[config.mk]
export PLATFORM = sky130hd
export DESIGN_NAME = imem_byte_responder
export DESIGN_NICKNAME = d
export VERILOG_FILES = /design/src/rtl/imem_byte_responder_pkg.sv /design/src/rtl/imem_byte_responder.sv
export SDC_FILE = /design/constraint.sdc
export NUM_CORES = 1
export LEC_CHECK = 0
export ABC_CLOCK_PERIOD_IN_PS = 1770
export BUFFER_PORTS_ARGS = -buffer_cell sky130_fd_sc_hd__buf_2
export CAP_MARGIN = 40
export CORE_MARGIN = 2
export CORE_UTILIZATION = 40
export CTS_BUF_LIST = sky130_fd_sc_hd__clkbuf_2
export DETAILED_ROUTE_END_ITERATION = 7
export PLACE_DENSITY = 0.68
export SYNTH_ARGS = -nofsm -noshare
export SYNTH_HDL_FRONTEND = slang
export SYNTH_SLANG_ARGS = --single-unit
[constraint.sdc]
create_clock -name clk -period 1.77 [get_ports clk]
set_input_delay 0.0885 -clock clk [delete_from_list [all_inputs] [get_ports clk]]
set_output_delay 0.0885 -clock clk [all_outputs]
set_load 0.01 [all_outputs]
[src/rtl/imem_byte_responder_pkg.sv]
// imem_byte_responder_pkg: shared state encodings and level constants for the byte responder
package imem_byte_responder_pkg;
  typedef enum logic [1:0] {
    S_IDLE = 2'd0,
    S_READ = 2'd1,
    S_TAIL = 2'd2,
    S_DONE = 2'd3
  } state_t;
  localparam logic avail = 1'b1;
  localparam logic unavail = 1'b0;
  localparam logic [31:0] zeroword = 32'h0000_0000;
endpackage

[src/rtl/imem_byte_responder.sv]
// imem_byte_responder: fetches a 32-bit word as four little-endian bytes from a byte-wide sync-read memory
//   clk/rst_n               clock, async active-low reset
//   read_req/read_addr      word request from the fetch side (addr[1:0] ignored)
//   read_finish/read_data   one-cycle completion pulse with the assembled word
//   read_busy               high in READ and TAIL
//   mem_rd_en/mem_addr      byte read strobe and address to the memory
//   mem_rdata               byte returned one cycle after mem_rd_en
module imem_byte_responder
  import imem_byte_responder_pkg::*;
#(
  parameter int ADDR_W = 13
) (
  input  logic              clk,
  input  logic              rst_n,
  input  logic              read_req,
  input  logic [31:0]       read_addr,
  output logic              read_finish,
  output logic [31:0]       read_data,
  output logic              read_busy,
  output logic              mem_rd_en,
  output logic [ADDR_W-1:0] mem_addr,
  input  logic [7:0]        mem_rdata
);
  state_t state_q, state_d;
  logic [1:0] cnt_q, cnt_d, cap_cnt_q, cap_cnt_d;
  logic cap_vld_q, cap_vld_d;
  logic [ADDR_W-1:0] base_q, base_d;
  logic [31:0] data_q, data_d;
  logic accept;
  logic unused_addr;
  assign unused_addr = ^{read_addr[31:ADDR_W], read_addr[1:0]};
  always_comb begin
    accept = (state_q == S_IDLE || state_q == S_DONE) && read_req;
    state_d = accept ? S_READ :
              state_q == S_READ ? (cnt_q == 2'd3 ? S_TAIL : S_READ) :
              state_q == S_TAIL ? S_DONE : S_IDLE;
    cnt_d = state_q == S_READ ? cnt_q + 2'd1 : 2'd0;
    // memory answers one cycle after the strobe, so the lane select trails cnt by one
    cap_vld_d = state_q == S_READ;
    cap_cnt_d = cnt_q;
    base_d = accept ? {read_addr[ADDR_W-1:2], 2'b00} : base_q;
    data_d = data_q;
    if (cap_vld_q) data_d[{cap_cnt_q, 3'b000} +: 8] = mem_rdata;
  end
  always_ff @(posedge clk or negedge rst_n) begin
    if (!rst_n) begin
      state_q   <= S_IDLE;
      cnt_q     <= 2'd0;
      cap_cnt_q <= 2'd0;
      cap_vld_q <= unavail;
      base_q    <= '0;
      data_q    <= zeroword;
    end else begin
      state_q   <= state_d;
      cnt_q     <= cnt_d;
      cap_cnt_q <= cap_cnt_d;
      cap_vld_q <= cap_vld_d;
      base_q    <= base_d;
      data_q    <= data_d;
    end
  end
  assign read_finish = state_q == S_DONE ? avail : unavail;
  assign read_busy   = (state_q == S_READ || state_q == S_TAIL) ? avail : unavail;
  assign mem_rd_en   = state_q == S_READ ? avail : unavail;
  assign mem_addr    = state_q == S_READ ? (base_q | ADDR_W'(cnt_q)) : '0;
  assign read_data   = data_q;
endmodule

# Word-level counts from Yosys, hierarchy flattened
# Cells that the tools add are included.
# op_classes
n_bitwise,1
eq_ne,4
n_reduce_logical,4
n_mux,10
add_sub_neg,2
n_shift,2
# ops
cell,count
bitwise mux 32 bit,1
"variable shift 8 x 7 -> 32 bit, first input constant",1
variable part select 8 x 7 -> 32 bit,1
two-way mux 13 bit,1
OR 13 x 2 -> 13 bit,1
two-way mux 2 bit,5
negator 5 -> 7 bit,1
"== test 2 bit, second input constant",3
two-way mux 1 bit,3
"adder 2 x 1 -> 2 bit, second input constant",1
"== test 2 x 1 -> 1 bit, second input constant",1
logical NOT 2 bit,1
logical OR 1 bit,2
logical AND 1 bit,1
# word_totals
reg_bits,50
output_inout_bits,48
inputBits,43

# Longest topological paths before layout
# Gate-level depths: netlist (run 1).
# logic_depth
word_depth,4
depth_mapped,6

# Least setup slack after synthesis (run 1)
# No wires, ideal clock.
# synth_timing
kind,register -> register
from,register cap_cnt_q[0]
to,"register data_q[0], in the netlist read_data[0]"
setup_ns,0.075
required_time_ns,1.695
path_stages_with_launch,6
synth_period_minus_slack_ns,1.565
arrival_time_ns,1.490
path_slack_ns,0.205
path_cell_list,dfrtp_1 > inv_1 > ha_1 > or3b_1 > buf_4 > o2bb2ai_2
# synth_via
elab_chain_len,3
elab_cells_between_ends,4
# synth_lines
item,line,text
from (decl),imem_byte_responder.sv:25,"logic [1:0] cnt_q, cnt_d, cap_cnt_q, cap_cnt_d;"
from (signal assigned),imem_byte_responder.sv:56,cap_cnt_q <= cap_cnt_d;
negator 5 -> 7 bit *,imem_byte_responder.sv:43,"if (cap_vld_q) data_d[{cap_cnt_q, 3'b000} +: 8] = mem_rdata;"
variable part select 8 x 7 -> 32 bit / variable shift 8 x 7 -> 32 bit (equally long branches),imem_byte_responder.sv:43,
bitwise mux 32 bit *,imem_byte_responder.sv:43,
to (signal assigned),imem_byte_responder.sv:52,data_q <= zeroword;
to (signal assigned),imem_byte_responder.sv:59,data_q <= data_d;
to (decl),imem_byte_responder.sv:28,"logic [31:0] data_q, data_d;"
# Mark *: on every way between the ends. The rest lies on a longest branch, timed or not.
# A chain may end at the register's enable or synchronous reset.

# Worst setup path in the final report (run 1)
# layout_timing
from,register cap_cnt_q[1]
to,"register data_q[30], in the netlist read_data[30]"
# The elaborated chain is that of the path after synthesis.

==> results by group, run 1 <==
Setup path
  • Nature of the critical path endpoint: flop
  • Reg2reg path depth: 4
  • Crit start category: flop
  • CP Max Fanout: 16
  • Crit path arrival time: 2.00 ns
  • Crit path kind: reg -> reg
  • Critical Path RT: 2.14 ns

Cells and area
  • Fill cells: between 400 and 500
  • Synthesis-to-layout area growth: 33.3%
  • Share of cells above drive strength 1: 0.402
  • Diodes inserted: 0
  • Nets: 310
  • Design area: 0.00298 sq mm
  • Area of the multi-input gates: about 900 sq um
  • Register Area: 0.00125 sq mm

Pwr
  • Leak Pwr: roughly 1.5 nW
  • Worst vdd ir: about 0.83 mV
  • Pwr Density: between 1500 and 2000 mW/mm^2

Synth
  • Synthesized instance count: 165
  • Portion of netlist area occupied by mux cells: 0.0554
  • Number of synthesized flops with an enable pin: 0
  • Sequential area share after synthesis: 0.560
  • Mapped Area: 0.00223 sq mm
  • Top-count cell post-synth: dfrtp_1
  • Top FF cell, synth: dfrtp_1
  • Async SR Flop Fraction: 1.00
  • Post-synth top cells: dfrtp_1 (50), a32o_1 (24), and2_1 (19)
  • Post-synthesis xor/xnor area fraction: 0
  • Largest family of logic cells by synthesized area: compound AO/OA/AOI/OAI gates
  • Yosys reg bits: 50
  • Synth area leaders: dfrtp_1 (56%), a32o_1 (11%), o2bb2ai_2 (5.4%)
  • Synth Area in Adders: 0.0504
  • Compound-cell area share of the yosys netlist: 0.165
  • Synth Area in Simple Gates: 0.128
  • Share of the synthesized area in the top cell type: 0.560
  • Ys Warns: 0
  • Avg Cell Area, Syn: 13.5 sq um
  • Synth cell types: 23
  • Leading area contributor after synthesis: dfrtp_1
  • Mapped Nets: 217

STA
  • Post-layout min period: 1.63 ns
  • Worst Clk Skew: approximately 0.017 ns
  • Max_slew headroom: 0.626
  • Final Cycle Share: 0.921
  • Total Neg Setup Slack: 0 ns
  • Slew @ Worst Pin: roughly 0.56 ns
  • Worst hold slack: around 0.13 ns
  • Fmax: approximately 0.6 GHz
  • Fin. Hold Viols: 0
  • Unrepaired setup endpoints after global routing: false
  • Setup violators final: 0
  • Slew Limit Fails: 0

Placed design
  • Hpwl dp: around 3500 um
  • Placer Congestion: ~0.77
  • Port Buffer Count: 69
  • DP Area: 0.00267 sq mm

GRT
  • Gr usage total: 0.165
  • Number of global-route vias before repair: around 1.7k
  • Overflow after GRT: 0
  • First-pass GRT wire length: 8020 um
  • Antenna violations before repair: 0
  • Pin count of the biggest net entering global routing: 28

Hold path
  • Worst Hold Class: in -> async

Floorplanning
  • Die height: a little under 80 um
  • Die X: 78.7 um
  • Die footprint: 0.00620 sq mm
  • CORE AREA: 0.00544 sq mm
  • Initial Util: 0.411
  • Std cell rows: 27
  • IO Pins: 91

Route
  • Detailed-route via count: roughly 1.7k
  • TritonRoute pass-1 iters: 4
  • First DRT Iteration DRCs: 83
  • Routed WL: roughly 5100 um
  • Wire per inst: between 15 and 20 um
  • Routed Antenna Nets: 0
  • Post-DR vias/cell: just over 5
  • # DRC: 0

CTS
  • Clk slew on worst S/H paths: approximately 0.25 ns
  • Clock buffer depth: 2
  • CTS root buffer: clkbuf_2
  • Clock Latency Late Sink: roughly 0.42 ns
  • CTS Buf Count: 5
  • Clk sinks: 50
  • H-Tree Depth: 2
  • CTS tree: yes

Run
  • Maxcap violations: 0

Outcome
  • Run status: finished clean
==> where the power goes <==
| part | internal [mW] | leakage [nW] | switching, mW |
|---|---|---|---|
| clock | 0.375 | 0.0506 | 0.361 |
| combinational | 1.11 | 0.788 | 1.20 |
| sequential | 1.59 | 0.656 | 0.288 |
==> per-layer routing <==
metal | routed length (um) | GRT usage | up-vias
met5 | 0 | 0 | -
met2 | 2290 | 0.270 | 72
met3 | 439 | 0.0580 | 4
met1 | 2310 | 0.214 | 811
li1 | - | - | 794
met4 | 36 | 0.0316 | 0
==> stage by stage <==
| step | total power, mW | worst slack, ns | utilization | cells |
|---|---|---|---|---|
| finish | 4.92 | 0.139 | 0.548 | 331 |
| global route | 5.29 | 0.0330 | 0.548 | 331 |
| CTS | 4.95 | 0.0247 | 0.545 | 331 |
| detailed placement | 4.16 | 0.138 | 0.490 | 302 |
| global placement | 4.12 | 0.150 | 0.490 | 302 |
| floorplan | 3.37 | 0.205 | - | 165 |
==> final timing paths <==
path / startpoint / to / slack [ns]
worst max-delay path: cap_cnt_q[1] / read_data[30] / 0.14
worst min-delay path: rst_n / read_data[20] / 0.13
worst max register to register: cap_cnt_q[1] / read_data[30] / 0.14
worst min register to register: cap_cnt_d[1] / cap_cnt_q[1] / 0.45
max in group asynchronous: rst_n / base_q[8] / 1.09
min in group clk: read_addr[6] / base_q[6] / 0.39
==> state kept, by name, summed over array words and instances (netlist names) <==
register and flops:
cap_cnt_q 2, cap_vld_q 1, cap_cnt_d 2, base_q 11
read_data 32, state_q 2
==> worst max-delay path: stages, from the launching register on <==
cell and delay [ns]:
dfrtp_1 0.43, inv_1 0.09, ha_1 0.22, and3b_1 0.58, a32o_1 0.26
==> area by class of cell <==
cell class              count  share of cell area
clock buffers               5             0.00840
clock inverters             3              0.0214
inverters                   5             0.00630
multi-input cells         100               0.304
flip-flops and latches     50               0.420
well taps                  72              0.0302
repair buffers             96               0.210
==> timing repair <==
action                                 CTS  global route
pin swaps                                0             0
hold buffers                            21             0
cloned                                   0             0
buffers inserted                         0             1
gates resized for setup                  1             2
setup endpoints to repair               11            19
endpoints found under the hold margin   59             0
==> layout by cell type (no fill, tap or decap), drive strengths merged, types with 6 or more instances in the layout <==
| cell type | count |
|---|---|
| buf | 75 |
| and2 | 19 |
| o2bb2ai | 8 |
| nand3 | 9 |
| mux2 | 11 |
| nand2 | 6 |
| dfrtp | 50 |
| ha | 9 |
| a32o | 24 |
| dlygate4sd3 | 21 |
==> kinds of logic after synthesis <==
kind of cell	Yosys count
compound gates	33
flops	50
fa+ha+maj	9
mux	11
simple gates	47
buf+inv	15
No activity file was read; power rests on OpenSTA's default activity.
==> run 2: changes to the inputs <==
RECOVER_POWER = 100   (was unset)
==> run 2 against run 1 <==
  * Clock power about the same
  * Clock skew up 0.0014 ns
  * Count of clock-buffer cells in the layout unchanged
  * Critical endpoint unchanged
  * Cell count unchanged
  * Via count down 1.3%
  * Worst setup slack better by 0.0023 ns
  * Register-to-register slack about the same
==> results by group, run 2 (same netlist as run 1, synthesis figures left out) <==
Cells and area
  • Area of the multi-input gates: 855 sq um (-5.5%)
  • Register Area: 0.00125 sq mm (unchanged)
  • Fill cells: 503 (+7.0%)
  • Synthesis-to-layout area growth: 28.4%
  • Max reg flops: 32 (unchanged)
  • Nets: 310 (unchanged)
  • Finished Core Util: 0.527 (-0.0202)
  • Most frequent cells in the layout: dfrtp_1 (50), clkbuf_1 (48), a32o_1 (24)
  • Diodes inserted: 0 (unchanged)
  • Share of cells above drive strength 1: 0.185 (-0.216)
  • Commonest non-fill, non-tap cell in the layout: dfrtp_1

STA
  • Slew @ Worst Pin: 1.34 ns (+0.777 ns)
  • Fin. Hold Viols: 0 (unchanged)
  • Max_slew headroom: 0.108 (-0.518)
  • Slew Limit Fails: 0 (unchanged)
  • Fmax: 0.614 GHz (+0.14%)
  • Post-layout min period: 1.63 ns (-0.00228 ns)
  • Worst Clk Skew: 0.0182 ns (+0.00144 ns)
  • Setup violators final: 0 (unchanged)
  • Unrepaired setup endpoints after global routing: false
  • Total Neg Setup Slack: 0 ns (unchanged)
  • Final Cycle Share: 0.920 (-0.00129)

Pwr
  • Net Sw Frac: 0.383 (+0.00647)
  • Worst vdd ir: 0.796 mV (-3.5%)
  • Cell-internal power: 2.92 mW (-4.8%)
  • Pwr Density: 1650 mW/mm^2 (-0.10%)
  • Flop pwr share: 0.397 (+0.016)
  • Sw power: 1.81 mW (-2.1%)
  • Gate power share: 0.448 (-0.021)
  • Clock Power Share: 0.155 (+0.005)
  • Leak Pwr: 1.29 nW (-14%)

Setup path
  • Worst r2r src: cap_cnt_q[1]
  • CP Max Fanout: 16 (unchanged)
  • Critical Path RT: 2.14 ns (about the same)
  • Nature of the critical path endpoint: flop
  • Crit path arrival time: 1.99 ns (about the same)
  • Crit path kind: reg -> reg
  • Crit start category: flop
  • Worst Setup SP: cap_cnt_q[1]

GRT
  • Overflow after GRT: 0 (unchanged)
  • First-pass GRT wire length: 8020 um (unchanged)
  • Pin count of the biggest net entering global routing: 28 (unchanged)
  • Antenna violations before repair: 0 (unchanged)
  • Gr usage total: 0.165 (unchanged)
  • Number of global-route vias before repair: 1,665 (unchanged)

Outcome
  • Run status: finished clean

Floorplanning
  • Std cell rows: 27 (unchanged)
  • Initial Util: 0.411 (unchanged)
  • IO Pins: 91 (unchanged)
  • CORE AREA: 0.00544 sq mm (unchanged)
  • Die X: 78.7 um (unchanged)
  • Die footprint: 0.00620 sq mm (unchanged)
  • Die height: 78.7 um (unchanged)

Route
  • First DRT Iteration DRCs: 82 (-1.2%)
  • Routed WL: 5100 um (+0.45%)
  • Wire per inst: 15.4 um (+0.45%)
  • Detailed-route via count: 1,659 (-1.3%)
  • # DRC: 0 (unchanged)
  • TritonRoute pass-1 iters: 4 (unchanged)
  • Post-DR vias/cell: 5.01 (-1.3%)
  • Routed Antenna Nets: 0 (unchanged)

Hold path
  • Hold path start: read_addr[6]
  • Worst Hold Class: in -> reg

CTS
  • CTS root buffer: clkbuf_2
  • Clock Latency Late Sink: 0.42 ns (about the same)
  • Clock buffer depth: 2 (unchanged)
  • H-Tree Depth: 2 (unchanged)
  • Clk slew on worst S/H paths: 0.25 ns (about the same)
  • Clk sinks: 50 (unchanged)
  • CTS tree: yes
  • CTS Buf Count: 5 (unchanged)

Placed design
  • Hpwl dp: 3450 um (unchanged)
  • Port Buffer Count: 69 (unchanged)
  • Placer Congestion: 0.768 (unchanged)

Run
  • Maxcap violations: 0 (unchanged)
run 2: per-layer routing:
layer	part of all wire	GRT usage
met5	0	0
met4	0.0071	0.0316
met3	0.085	0.0580
met2	0.45	0.270
met1	0.45	0.214
run 2: layout make-up:
| class | instances | share of cell area |
|---|---|---|
| multi-input combinational | 100 | 0.298 |
| inverter | 5 | 0.00654 |
| clock buffer | 5 | 0.00872 |
| sequential | 50 | 0.436 |
| timing repair buffer | 96 | 0.197 |
| clock inverter | 3 | 0.0222 |
| tap | 72 | 0.0314 |
run 2: timing repair:
action	CTS	global route
setup buffers	0	1
hold endpoints to repair	59	0
endpoints found under the setup margin	11	19
hold buffers	21	0
gates resized for setup	1	2
run 2: through the flow:
stage               power (mW)  cells  area, sq um  hold slack, ns  worst slack, ns
floorplan                 3.37    165         2230          -0.207            0.205
global placement          4.12    302         2670           0.106            0.150
detailed placement        4.16    302         2670           0.111            0.138
CTS                       4.95    331         2970           0.136           0.0247
global route              5.12    331         2870           0.350           0.0278
finish                    4.74    331         2870           0.394            0.142
run 2: worst paths after layout:
check                                endpoint  slack [ns]  depth (start not counted)
worst min-delay path                base_q[6]        0.39                          3
worst max-delay path            read_data[30]        0.14                          4
worst min register to register   cap_cnt_q[1]        0.45                          0
worst max register to register  read_data[30]        0.14                          4
max in group asynchronous       read_data[28]        0.54                          2
min in group asynchronous       read_data[20]        0.44                          2
run 2: worst max-delay path, cell delays in order, from the launching register on:
cell	delay, ns
dfrtp_1	0.43
inv_1	0.09
ha_1	0.22
and3b_1	0.58
a32o_1	0.26
run 2: power groups by stage:
stage | Clock, mW | Combinational, mW | Sequential, mW
2_1_floorplan | 0 | 1.41 | 1.96
3_3_place_gp | 0 | 2.23 | 1.89
3_5_place_dp | 0 | 2.26 | 1.90
4_1_cts | 0.755 | 2.32 | 1.88
5_1_grt | 0.809 | 2.36 | 1.94
6_report | 0.735 | 2.12 | 1.88
==> run 3: changes to the inputs <==
CORE_UTILIZATION = 50   (was 40)
PLACE_DENSITY = 0.82   (was 0.68)
==> run 3 against run 2 <==
  * Non-clock buffer count shrank 3
  * Total power shrank 2.7%
  * Sequential cell count is the same
  * Wire length shrank 2.2%
  * Clock skew grew 0.019 ns
  * Hold slack lost 0.22 ns
  * Core utilization grew 12 points
  * Maximum frequency shrank 2.0%
  * Sequential power is essentially flat
  * Critical path type unchanged
  * Critical endpoint is now base_q[9]
  * Highest routed layer unchanged
==> results by group, run 3 (same netlist as run 1, synthesis figures left out) <==
Cells and area
  • Diodes inserted: 0 (unchanged)
  • Post-Layout Cell Count: 308 (-6.9%)
  • Most frequent cells in the layout: dfrtp_1 (50), clkbuf_1 (42), buf_2 (27)
  • Nets: 307 (-0.97%)
  • Finished Core Util: 0.644 (+0.116)
  • Design area: 0.00278 sq mm (-3.0%)
  • Share of cells above drive strength 1: 0.211 (+0.0256)
  • Commonest non-fill, non-tap cell in the layout: dfrtp_1
  • Max reg flops: 32 (unchanged)
  • Synthesis-to-layout area growth: 24.6%

CTS
  • Clk slew on worst S/H paths: 0.25 ns (about the same)
  • CTS tree: yes
  • H-Tree Depth: 2 (unchanged)
  • CTS Buf Count: 5 (unchanged)
  • Post-CTS Setup Bufs: 0 (unchanged)
  • Clk sinks: 50 (unchanged)
  • Clock buffer depth: 2 (unchanged)
  • CTS root buffer: clkbuf_2
  • Clock Latency Late Sink: 0.45 ns (+0.03 ns)

Pwr
  • Flop pwr share: 0.410 (+0.013)
  • Gate power share: 0.457 (+0.009)
  • Leak Pwr: 1.27 nW (-1.7%)
  • Sw power: 1.85 mW (+2.0%)
  • Pwr Density: 1650 mW/mm^2 (+0.24%)
  • Design Power: 4.61 mW (-2.7%)
  • Worst vdd ir: 0.850 mV (+6.8%)
  • Cell-internal power: 2.76 mW (-5.7%)
  • Net Sw Frac: 0.402 (+0.0186)
  • Clock Power Share: 0.133 (-0.022)

Route
  • Wire per inst: 16.2 um (+5.1%)
  • Routed WL: 4990 um (-2.2%)
  • Post-DR vias/cell: 5.45 (+8.7%)
  • # DRC: 0 (unchanged)
  • TritonRoute pass-1 iters: 4 (unchanged)
  • M1 WL: 2200 um (-5.2%)
  • Routed Antenna Nets: 0 (unchanged)
  • Highest routed layer: met4
  • First DRT Iteration DRCs: 113 (+38%)
  • Detailed-route via count: 1,678 (+1.1%)
  • Met3 WL: 296 um (-31%)
  • Met2 wire len: 2420 um (+4.7%)

STA
  • Final Cycle Share: 0.938 (+0.0183)
  • Post-layout min period: 1.66 ns (+0.0324 ns)
  • Worst Clk Skew: 0.0371 ns (+0.0189 ns)
  • Worst setup margin: 0.109 ns (-0.0324 ns)
  • Max_slew headroom: 0.193 (+0.0850)
  • Slew @ Worst Pin: 1.21 ns (-0.128 ns)
  • Fmax: 0.602 GHz (-2.0%)
  • Total Neg Setup Slack: 0 ns (unchanged)
  • Setup violators final: 0 (unchanged)
  • Slew Limit Fails: 0 (unchanged)
  • Fin. Hold Viols: 0 (unchanged)
  • Unrepaired setup endpoints after global routing: false
  • Worst hold slack: 0.176 ns (-0.218 ns)

Placed design
  • Placer Congestion: 0.745 (-3.0%)
  • Dpl cells: 280 (-7.3%)
  • Port Buffer Count: 69 (unchanged)
  • DP Area: 0.00261 sq mm (-2.0%)
  • Hpwl dp: 3290 um (-4.6%)
  • Pre-CTS setup slack: 0.108 ns (-0.0302 ns)

GRT
  • Number of global-route vias before repair: 1,735 (+4.2%)
  • Overflow after GRT: 0 (unchanged)
  • Pin count of the biggest net entering global routing: 51 (+82%)
  • Gr usage total: 0.208 (+0.0435)
  • First-pass GRT wire length: 8360 um (+4.1%)
  • Antenna violations before repair: 0 (unchanged)

Hold path
  • Worst Hold Class: in -> reg
  • Cell depth of the worst min-delay path: 4 (+1)

Setup path
  • Nature of the critical path endpoint: flop
  • Crit path arrival time: 2.00 ns (about the same)
  • Crit start category: flop
  • CP Max Fanout: 13 (-3)
  • Critical Path RT: 2.11 ns (-0.03 ns)
  • Reg2reg path depth: 5 (+1)
  • Crit path kind: reg -> reg

Floorplanning
  • Std cell rows: 24 (-11%)
  • IO Pins: 91 (unchanged)
  • Initial Util: 0.517 (+0.106)
  • CORE AREA: 0.00432 sq mm (-20%)
  • Die height: 70.9 um (-10%)
  • Die footprint: 0.00502 sq mm (-19%)
  • Die X: 70.9 um (-10%)

Run
  • Maxcap violations: 0 (unchanged)

Outcome
  • Run status: finished clean
[run 3: cell count changes in the layout (fill, tap and decap cells not counted), moves of 2 or more]
cell        before  now
buf_2           21   27
buf_4            4    2
and2_1          15   11
clkbuf_2         5    7
buf_12           2    0
and2_0           4    8
clkbuf_1        48   42
clkinvlp_4       0    2
[run 3: power groups by stage]
stage	Sequential [mW]	Combinational [mW]	Clock (mW)
floorplan	1.96	1.41	0
global placement	1.88	2.13	0
detailed placement	1.91	2.19	0
CTS	1.87	2.24	0.619
global route	1.94	2.32	0.677
finish	1.89	2.10	0.615
[run 3: critical path, stage by stage, from the launching register on]
cell and delay, ns:
dfrtp_1 0.47, inv_1 0.06, ha_1 0.30, nand2_1 0.06
clkbuf_2 0.29, mux2_2 0.38
[run 3: final cells by class]
cell class                 instances  area (sq um)
clock inverter                     3          45.0
sequential                        50          1250
fill                             377          1540
timing repair buffer              93           518
clock buffer                       5          25.0
multi-input combinational        100           861
inverter                           5          18.8
tap                               52          65.1
[run 3: repair_timing]
item,4_1_cts,5_1_grt
resized for setup,1,2
hold buffers,20,0
hold endpoints to repair,85,0
setup endpoints to repair,13,21
[run 3: path summary, 6_finish.rpt]
path                              startpoint             to  slack (ns)
worst max-delay path              state_q[0]      base_q[9]        0.11
worst min-delay path                read_req     state_q[0]        0.18
worst max register to register    state_q[0]      base_q[9]        0.11
worst min register to register  cap_cnt_d[1]   cap_cnt_q[1]        0.47
max in group asynchronous              rst_n  read_data[27]        0.56
min in group asynchronous              rst_n  read_data[23]        0.46
[run 3: per-layer routing]
metal  vias up  track usage
met1       823        0.280
met3         9       0.0556
li1        785            -
met5         -            0
met2        61        0.339
met4         0       0.0566
